## src/rtl/alu_pkg.sv

```systemverilog
// alu_pkg: opcode encodings and FSM state type shared by the sequential ALU
package alu_pkg;
  localparam logic [3:0] OP_ADD = 4'd0;
  localparam logic [3:0] OP_NOT = 4'd1;
  localparam logic [3:0] OP_AND = 4'd2;
  localparam logic [3:0] OP_OR  = 4'd3;
  localparam logic [3:0] OP_SRA = 4'd4;
  localparam logic [3:0] OP_SLL = 4'd5;
  localparam logic [3:0] OP_BEQ = 4'd6;
  localparam logic [3:0] OP_BNE = 4'd7;
  localparam logic [3:0] OP_SUB = 4'd8;
  localparam logic [3:0] OP_XOR = 4'd9;
  localparam logic [3:0] OP_SRL = 4'd10;
  localparam logic [3:0] OP_BLT = 4'd11;
  localparam logic [3:0] OP_MUL = 4'd12;
  typedef enum logic [1:0] {IDLE, MUL_BUSY, DONE} state_e;
endpackage

```

## src/rtl/alu_mul_iter.sv

```systemverilog
// alu_mul_iter: iterative unsigned shift-add multiplier, one partial product per cycle
// Ports: clk, rst_n; start_i loads a_i/b_i; done_o pulses on the cycle whose
// rising edge completes the product, with prod_o valid during that cycle.
module alu_mul_iter #(
  parameter int WIDTH = 8
) (
  input  logic               clk,
  input  logic               rst_n,
  input  logic               start_i,
  input  logic [WIDTH-1:0]   a_i,
  input  logic [WIDTH-1:0]   b_i,
  output logic               done_o,
  output logic [2*WIDTH-1:0] prod_o
);
  localparam int CW = $clog2(WIDTH);
  logic               busy_q;
  logic [CW-1:0]      cnt_q;
  logic [2*WIDTH-1:0] mcand_q, acc_q, acc_d;
  logic [WIDTH-1:0]   mplier_q;
  // The final partial product is folded in combinationally so the result is
  // ready on the same edge that retires the last multiplier bit.
  assign acc_d  = acc_q + (mplier_q[0] ? mcand_q : '0);
  assign done_o = busy_q && cnt_q == '0;
  assign prod_o = acc_d;
  always_ff @(posedge clk or negedge rst_n) begin
    if (!rst_n) begin
      busy_q   <= 1'b0;
      cnt_q    <= '0;
      mcand_q  <= '0;
      mplier_q <= '0;
      acc_q    <= '0;
    end else if (start_i) begin
      busy_q   <= 1'b1;
      cnt_q    <= CW'(WIDTH - 1);
      mcand_q  <= {WIDTH'(0), a_i};
      mplier_q <= b_i;
      acc_q    <= '0;
    end else if (busy_q) begin
      busy_q   <= cnt_q != '0;
      cnt_q    <= cnt_q - CW'(1);
      mcand_q  <= mcand_q << 1;
      mplier_q <= mplier_q >> 1;
      acc_q    <= acc_d;
    end
  end
endmodule

```

## src/rtl/alu_seq.sv

```systemverilog
// alu_seq: handshaked ALU with registered results and an iterative multiply
// Ports: in_valid/in_ready accept op,a,b; out_valid/out_ready hand off f with
// flags ovf (signed add/sub, unsigned mul overflow), take_branch, illegal.
module alu_seq
  import alu_pkg::*;
#(
  parameter int WIDTH = 8
) (
  input  logic             clk,
  input  logic             rst_n,
  input  logic             in_valid,
  output logic             in_ready,
  input  logic [3:0]       op,
  input  logic [WIDTH-1:0] a,
  input  logic [WIDTH-1:0] b,
  output logic             out_valid,
  input  logic             out_ready,
  output logic [WIDTH-1:0] f,
  output logic             ovf,
  output logic             take_branch,
  output logic             illegal
);
  localparam int SHW = $clog2(WIDTH);
  localparam int MSB = WIDTH - 1;
  state_e               state_q, state_d;
  logic [WIDTH-1:0]     f_q, f_d, res;
  logic                 ovf_q, ovf_d, br_q, br_d, ill_q, ill_d;
  logic                 r_ovf, r_br, r_ill, accept, mul_done;
  logic [SHW-1:0]       sh;
  logic [2*WIDTH-1:0]   prod;
  assign sh          = b[SHW-1:0];
  // Back-to-back issue: a new op may enter on the edge that retires the old result.
  assign in_ready    = rst_n && (state_q == IDLE || (state_q == DONE && out_ready));
  assign accept      = in_valid && in_ready;
  assign out_valid   = state_q == DONE;
  assign f           = f_q;
  assign ovf         = ovf_q;
  assign take_branch = br_q;
  assign illegal     = ill_q;
  alu_mul_iter #(.WIDTH(WIDTH)) u_mul (
    .clk     (clk),
    .rst_n   (rst_n),
    .start_i (accept && op == OP_MUL),
    .a_i     (a),
    .b_i     (b),
    .done_o  (mul_done),
    .prod_o  (prod)
  );
  always_comb begin
    res   = '0;
    r_ovf = 1'b0;
    r_br  = 1'b0;
    r_ill = 1'b0;
    case (op)
      OP_ADD: begin
        res   = a + b;
        r_ovf = (a[MSB] == b[MSB]) && (res[MSB] != a[MSB]);
      end
      OP_SUB: begin
        res   = a - b;
        r_ovf = (a[MSB] != b[MSB]) && (res[MSB] != a[MSB]);
      end
      OP_NOT: res = ~b;
      OP_AND: res = a & b;
      OP_OR:  res = a | b;
      OP_XOR: res = a ^ b;
      OP_SRA: res = $signed(a) >>> sh;
      OP_SLL: res = a << sh;
      OP_SRL: res = a >> sh;
      OP_BEQ: r_br = a == b;
      OP_BNE: r_br = a != b;
      OP_BLT: r_br = $signed(a) < $signed(b);
      OP_MUL: ;
      default: r_ill = 1'b1;
    endcase
  end
  always_comb begin
    state_d = state_q;
    f_d     = f_q;
    ovf_d   = ovf_q;
    br_d    = br_q;
    ill_d   = ill_q;
    if (accept) begin
      state_d = op == OP_MUL ? MUL_BUSY : DONE;
      if (op != OP_MUL) begin
        f_d   = res;
        ovf_d = r_ovf;
        br_d  = r_br;
        ill_d = r_ill;
      end
    end else if (state_q == MUL_BUSY && mul_done) begin
      state_d = DONE;
      f_d     = prod[WIDTH-1:0];
      ovf_d   = |prod[2*WIDTH-1:WIDTH];
      br_d    = 1'b0;
      ill_d   = 1'b0;
    end else if (state_q == DONE && out_ready) begin
      state_d = IDLE;
    end
  end
  always_ff @(posedge clk or negedge rst_n) begin
    if (!rst_n) begin
      state_q <= IDLE;
      f_q     <= '0;
      ovf_q   <= 1'b0;
      br_q    <= 1'b0;
      ill_q   <= 1'b0;
    end else begin
      state_q <= state_d;
      f_q     <= f_d;
      ovf_q   <= ovf_d;
      br_q    <= br_d;
      ill_q   <= ill_d;
    end
  end
endmodule

```

## config.mk

```make
export PLATFORM = sky130hd
export DESIGN_NAME = alu_seq
export DESIGN_NICKNAME = d
export VERILOG_FILES = /design/src/rtl/alu_pkg.sv /design/src/rtl/alu_mul_iter.sv /design/src/rtl/alu_seq.sv
export SDC_FILE = /design/constraint.sdc
export NUM_CORES = 1
export LEC_CHECK = 0
export CAP_MARGIN = 20
export CELL_PAD_IN_SITES_DETAIL_PLACEMENT = 0
export CELL_PAD_IN_SITES_GLOBAL_PLACEMENT = 1
export CORE_MARGIN = 1
export CORE_UTILIZATION = 46
export DETAILED_ROUTE_END_ITERATION = 10
export GPL_TIMING_DRIVEN = 0
export PLACE_DENSITY = 0.81
export SLEW_MARGIN = 15
export SYNTH_ARGS = -nofsm -noshare
export SYNTH_HDL_FRONTEND = slang
export SYNTH_HIERARCHICAL = 1
export SYNTH_SLANG_ARGS = --single-unit
export TNS_END_PERCENT = 10
```

## constraint.sdc

```tcl
create_clock -name clk -period 3.6 [get_ports clk]
set_clock_uncertainty 0.1 [all_clocks]
set_input_delay 0.54 -clock clk [delete_from_list [all_inputs] [get_ports clk]]
set_output_delay 0.54 -clock clk [all_outputs]
set_load 0.03 [all_outputs]
```

---- Yosys cells after proc, flatten, opt, wreduce, memory -nomap -nowiden ----
Index checks and enable logic that the tools add are counted.
Widths: inputs -> output; s select.
word-level totals
  flip-flop bits (word level) ............. 57
  memories ................................ 0
  memory bits (writable) .................. 0
  bits in latches ......................... 0
  logic and storage cells ................. 93
  output and inout bits ................... 13
  bits of input ports ..................... 24
  bits in read-only memories .............. 0
operators by class
  eq/ne operators ......................... 22
  shifts and indexed selects .............. 3
  $add $sub $neg .......................... 4
  reduce and logical (&&, ||, !) cells .... 19
  $mul .................................... 0
  div/mod/pow operators ................... 0
  bitwise operators ....................... 4
  magnitude comparators ................... 1
  mux-type cells .......................... 30
operators with widths
  operator            number
  $mux 16             5
  $pmux 8 s9          1
  $mux 8              5
  $eq 4x4->1 const B  5
  $add 16x16->16      1
  $eq 4x3->1 const B  4
  $reduce_or 13->1    1
  $mux 1              11
  $add 8x8->8         1
  $and 8x8->8         1
  $eq 4x2->1 const B  2
  $eq 8x8->1          1
  $logic_and 1x1->1   8
  $lt 8x8->1          1
  $mux 2              4
  $ne 8x8->1          1
  $not 8->8           1
  $or 8x8->8          1
  $reduce_or 8->1     1
  $shl 8x3->8         1
  $shr 8x3->8         1
  $sshr 8x3->8        1
  $sub 8x8->8         1
  $xor 8x8->8         1
  18 further kinds    23

---- Logic depth before layout (Yosys ltp) ----
  word-level depth ........................ 7
  gate-level depth with buffers ........... 13
  gate-level depth less buffers ........... 12

---- Hierarchy ----
The synthesis kept the hierarchy.
modules (own cells, without submodules)
  module        seq. area each (sq um)  area each (sq um)  times used  cells an instance
  alu_mul_iter  1101.1                  2857.7             1           309
  alu_seq       325.3                   2795.2             1           371

---- Worst setup path after synthesis ----
OpenSTA, ideal clock, no wires.
  kind .................................... register -> register
  start point ............................. register u_mul.mplier_q[0]
  end point ............................... register ovf_q, in the netlist ovf
  period minus slack after synthesis ...... 2.851 ns
  path buffers ............................ 0
  setup slack ............................. 0.749 ns
  setup time .............................. 0.126 ns
  data required time ...................... 3.374 ns
  stages on the path, launching flop included .. 13
  data arrival time ....................... 2.625 ns
  path through ............................ dfrtp_1 > and2_1 > ha_1 > fa_1 > a21o_1 > a311oi_1 > o21ba_2 > o21ai_1 > xnor2_1 > nor4_1 > a31oi_1 > o21ai_0 > a21oi_1
between the ends
  word-level cells in the longest chain between the ends .. 5
ends and longest elaborated chain
  element                 line                source
  from (decl)             alu_mul_iter.sv:19  logic [WIDTH-1:0] mplier_q;
  from (signal assigned)  alu_mul_iter.sv:36  mplier_q <= b_i;
  from (signal assigned)  alu_mul_iter.sv:42  mplier_q <= mplier_q >> 1;
  $mux 16                 alu_mul_iter.sv:22  assign acc_d = acc_q + (mplier_q[0] ? mcand_q : '0);
  $add 16x16->16          alu_mul_iter.sv:22
  named net prod[12]      alu_seq.sv:30       logic [2*WIDTH-1:0] prod;
  $reduce_or 8->1         alu_seq.sv:94       ovf_d = |prod[2*WIDTH-1:WIDTH];
  $mux 1                  alu_seq.sv:91       end else if (state_q == MUL_BUSY && mul_done) begin
  $mux 1                  alu_seq.sv:83       if (accept) begin
  to (signal assigned)    alu_seq.sv:111      ovf_q <= ovf_d;
  to (decl)               alu_seq.sv:27       logic ovf_q, ovf_d, br_q, br_d, ill_q, ill_d;
The timed path passes the listed nets, and every way through them passes these cells. The select of a mux whose other input is x is not followed.
A chain may end at the register's enable or synchronous reset.

---- Final worst setup path ----
Ends and elaborated chain as after synthesis.

==> results.json <==
{
  "outcome": "finished, final reports clean",
  "grt_max_degree": 61,
  "reg2reg_depth": 12,
  "drc": 0,
  "max-slew-margin-rel_pct": 26.4,
  "postSynthCellCount": 680,
  "port_buffers": 34,
  "synth_compound_area_share_pct": 23.2,
  "vias": 5428,
  "dpl_cell_area_sq_mm": 0.00617,
  "die_w_um": 113,
  "fin_crit_sh_pct": 95.2,
  "gp_congestion": 0.928,
  "final-max-slew-violation-count": 0,
  "nNetsFinal": 794,
  "cpMaxStageDelayCell": "dfrtp_1",
  "cp.depth": 12,
  "critPathBufInv": 1,
  "period_needed_ns": 3.43,
  "critPathRequiredTime_ns": 3.71,
  "ys_ff_latch": 57,
  "yosys-top-cells-count": "nand2_1 (71), dfrtp_1 (57), nor2_1 (46), a21oi_1 (45), ha_1 (42)",
  "worst_pin_slew_ns": 1.08,
  "core_area_sq_mm": 0.0120,
  "max_stage_delay_ns": 0.46,
  "hold_viol": 0,
  "vdd_drop_max_uv": 241,
  "cts_buffers": 9,
  "synth_mux_area_share_pct": 10.6,
  "layout_setup_ws_ns": 0.174,
  "wl_um": 17500,
  "synth_enable_flop_cells": 0,
  "design.portCount": 37,
  "fill_cells": 1108,
  "synth_fp_nets": 749,
  "cts_max_level": 3,
  "finalInstanceArea_sq_mm": 0.00657,
  "ys_async_sr_fraction_pct": 100,
  "cts_tree": "yes",
  "clockRootBuffer": "clkbuf_16",
  "synth_top_area_share_pct": 25.2,
  "path_class": "reg -> reg",
  "antenna_cells": 0,
  "grt_pass1_vias": 5050,
  "fmax_mhz": 292,
  "postSynthAreaPerCell_sq_um": 8.31,
  "synth.distinct_cells": 85,
  "antenna_found_initial": 1,
  "swShare_pct": 40.0,
  "synthSimpleGateAreaFrac_pct": 21.4,
  "dp_hpwl_um": 13600,
  "dpl_worst_slack_ns": -0.564,
  "yosys_warnings": 6,
  "synth_top_family_by_area": "compound AO/OA/AOI/OAI gates",
  "drt_iter0_drc": 498,
  "power_leakage_nw": 2.80,
  "synth_top_cell_by_area": "dfrtp_1",
  "start_util_pct": 47.1,
  "grt-ovfl-total": 0,
  "path_cells": "clkbuf_1 -> and2_1 -> ha_1 -> nand2_1 -> o21ai_0 -> nor2_1 -> o21a_1 -> xnor2_1 -> nor4_2 -> a31oi_1 -> o21ai_0 -> a21oi_1",
  "postCtsHoldBufs": 0,
  "row_count": 40,
  "clkSlewWorstSetupHoldPaths_ns": 0.06,
  "holdWs_ns": 0.0721,
  "routed_via_density": 6.19,
  "start_kind": "flip-flop",
  "synthesis.area_sq_mm": 0.00565,
  "worstPathMaxFanout": 10,
  "setup_viol": 0,
  "hp-class": "in -> async",
  "rsz0062_at_grt": "false",
  "clk_latency_ns": 0.34,
  "cp_data_arrival_time_ns": 3.54,
  "seq_area_frac_synth_pct": 25.2,
  "p_switching_mw": 1.58,
  "powerDensity_mw_per_mm2": 601,
  "synth_fa_ha_area_share_pct": 10.4,
  "synth_xor_xnor_area_share_pct": 3.41,
  "clock_power_share_pct": 25.9,
  "die_h_um": 113,
  "drive_gt1_share_pct": 10.4,
  "synth.most_common_cell": "nand2_1",
  "clkSinkCount": 57,
  "synth_top_flop_cell": "dfrtp_1",
  "maxCapViolations": 0,
  "synth_top_cells_by_area": "dfrtp_1 (25%), ha_1 (9.3%), mux2i_1 (7.1%)",
  "cts_max_path_buffers": 2,
  "wl_per_cell_um": 20.0,
  "seq_power_share_pct": 27.1,
  "p_comb_share_pct": 47.0,
  "post-cts-setup-buffers": 0,
  "grt_pass1_wl_um": 27900,
  "cpLargestDelayFamily": "compound AO/OA/AOI/OAI gates",
  "power.internal_mw": 2.37,
  "drtPass1Iterations": 5,
  "track_usage_pct": 28.6,
  "end_kind": "flip-flop",
  "dieArea_sq_mm": 0.0127,
  "crit_path_frequent_cell": "o21ai_0",
  "syn_to_final_growth_pct": 16.1,
  "ant_nets": 0
}
==> power by group through the flow <==
stage | sequential [mW] | clock [mW] | combinational (mW)
floorplan | 1.12 | 0 | 1.23
global placement | 1.06 | 0 | 1.78
detailed placement | 1.07 | 0 | 1.81
CTS | 1.07 | 1.04 | 1.82
global route | 1.10 | 1.06 | 2.04
finish | 1.07 | 1.02 | 1.86
==> cells in the final DEF (no fill, tap or decap), types with 8 or more instances in the layout <==
| master | n |
|---|---|
| o21ai_0 | 41 |
| or3_1 | 10 |
| clkbuf_1 | 19 |
| o22ai_1 | 14 |
| and2_1 | 18 |
| ha_1 | 42 |
| nor2_1 | 46 |
| a21oi_1 | 44 |
| o21ai_1 | 8 |
| nor3_1 | 13 |
| buf_2 | 17 |
| inv_1 | 30 |
| clkdlybuf4s50_1 | 33 |
| xnor2_1 | 15 |
| nand2b_1 | 16 |
| nand2_1 | 71 |
| o211ai_1 | 8 |
| clkbuf_16 | 9 |
| dfrtp_1 | 57 |
| mux2i_1 | 40 |
| nand3_1 | 11 |
==> timing repair <==
item / 4_1_cts / 5_1_grt
pin swaps: 0 / 0
setup endpoints to repair: 33 / 35
gates resized for setup: 1 / 6
==> per-stage QoR <==
stage	TNS (ns)	total power, mW	std cells	util [%]
finish	0	3.95	877	54.7
floorplan	0	2.35	680	-
global placement	-139.06	2.83	861	51.4
detailed placement	-18.21	2.89	861	51.4
CTS	0	3.93	877	54.4
global route	0	4.21	877	54.7
==> flip-flops by register name, summed over array words and instances (netlist names) <==
register	cells
u_mul/busy_q	1
u_mul/mplier_q	8
take_branch	1
ovf	1
f	8
state_q	2
illegal	1
u_mul/acc_q	16
u_mul/mcand_q	16
u_mul/cnt_q	3
==> layer usage <==
layer | routed length (um) | track usage (%) | up-vias | share of wire (%)
li1 | - | - | 2579 | -
met1 | 8270 | 41.0 | 2619 | 47
met2 | 7690 | 43.6 | 203 | 44
met3 | 1210 | 5.62 | 25 | 6.9
met4 | 335 | 8.60 | 2 | 1.9
met5 | 10 | 0 | - | 0.057
==> worst reg2reg max path, cell delays in order (launching register included) <==
cell      delay [ns]
dfrtp_1         0.46
clkbuf_1        0.23
and2_1          0.19
ha_1            0.37
nand2_1         0.12
o21ai_0         0.42
nor2_1          0.17
o21a_1          0.24
xnor2_1         0.17
nor4_2          0.45
a31oi_1         0.18
o21ai_0         0.12
a21oi_1         0.08
==> cells by family (layout without fill, tap and decap cells) <==
| logic type | count (synthesis) | count (layout) |
|---|---|---|
| AOI/OAI and AO/OA | 195 | 195 |
| xor gates and xnor gates | 22 | 22 |
| adders and majority gates | 45 | 45 |
| buffers and inverters | 75 | 125 |
| DFF | 57 | 57 |
| muxes | 51 | 51 |
| and+or+nand+nor | 235 | 235 |
==> cell type report <==
| cell class | count | area [sq um] | area share [%] |
|---|---|---|---|
| clock inverters | 4 | 98.8 | 1.51 |
| inverters | 31 | 116 | 1.77 |
| flip-flops and latches | 57 | 1430 | 21.7 |
| multi-input cells | 548 | 3930 | 59.9 |
| clock buffers | 12 | 256 | 3.91 |
| repair buffers | 34 | 342 | 5.20 |
| well taps | 147 | 184 | 2.80 |
| plain buffers | 44 | 211 | 3.22 |
==> final timing paths <==
check | to | slack, ns | startpoint
setup / recovery | ovf | 0.17 | u_mul/mplier_q[0]
hold / removal | u_mul/acc_q[6] | 0.07 | rst_n
setup reg to reg | ovf | 0.17 | u_mul/mplier_q[0]
hold reg to reg | f[0] | 0.39 | f[0]
max in group asynchronous | u_mul/mplier_q[0] | 2.95 | rst_n
min in group clk | f[0] | 0.39 | f[0]
Note: power is estimated with default switching activity, not from simulation.
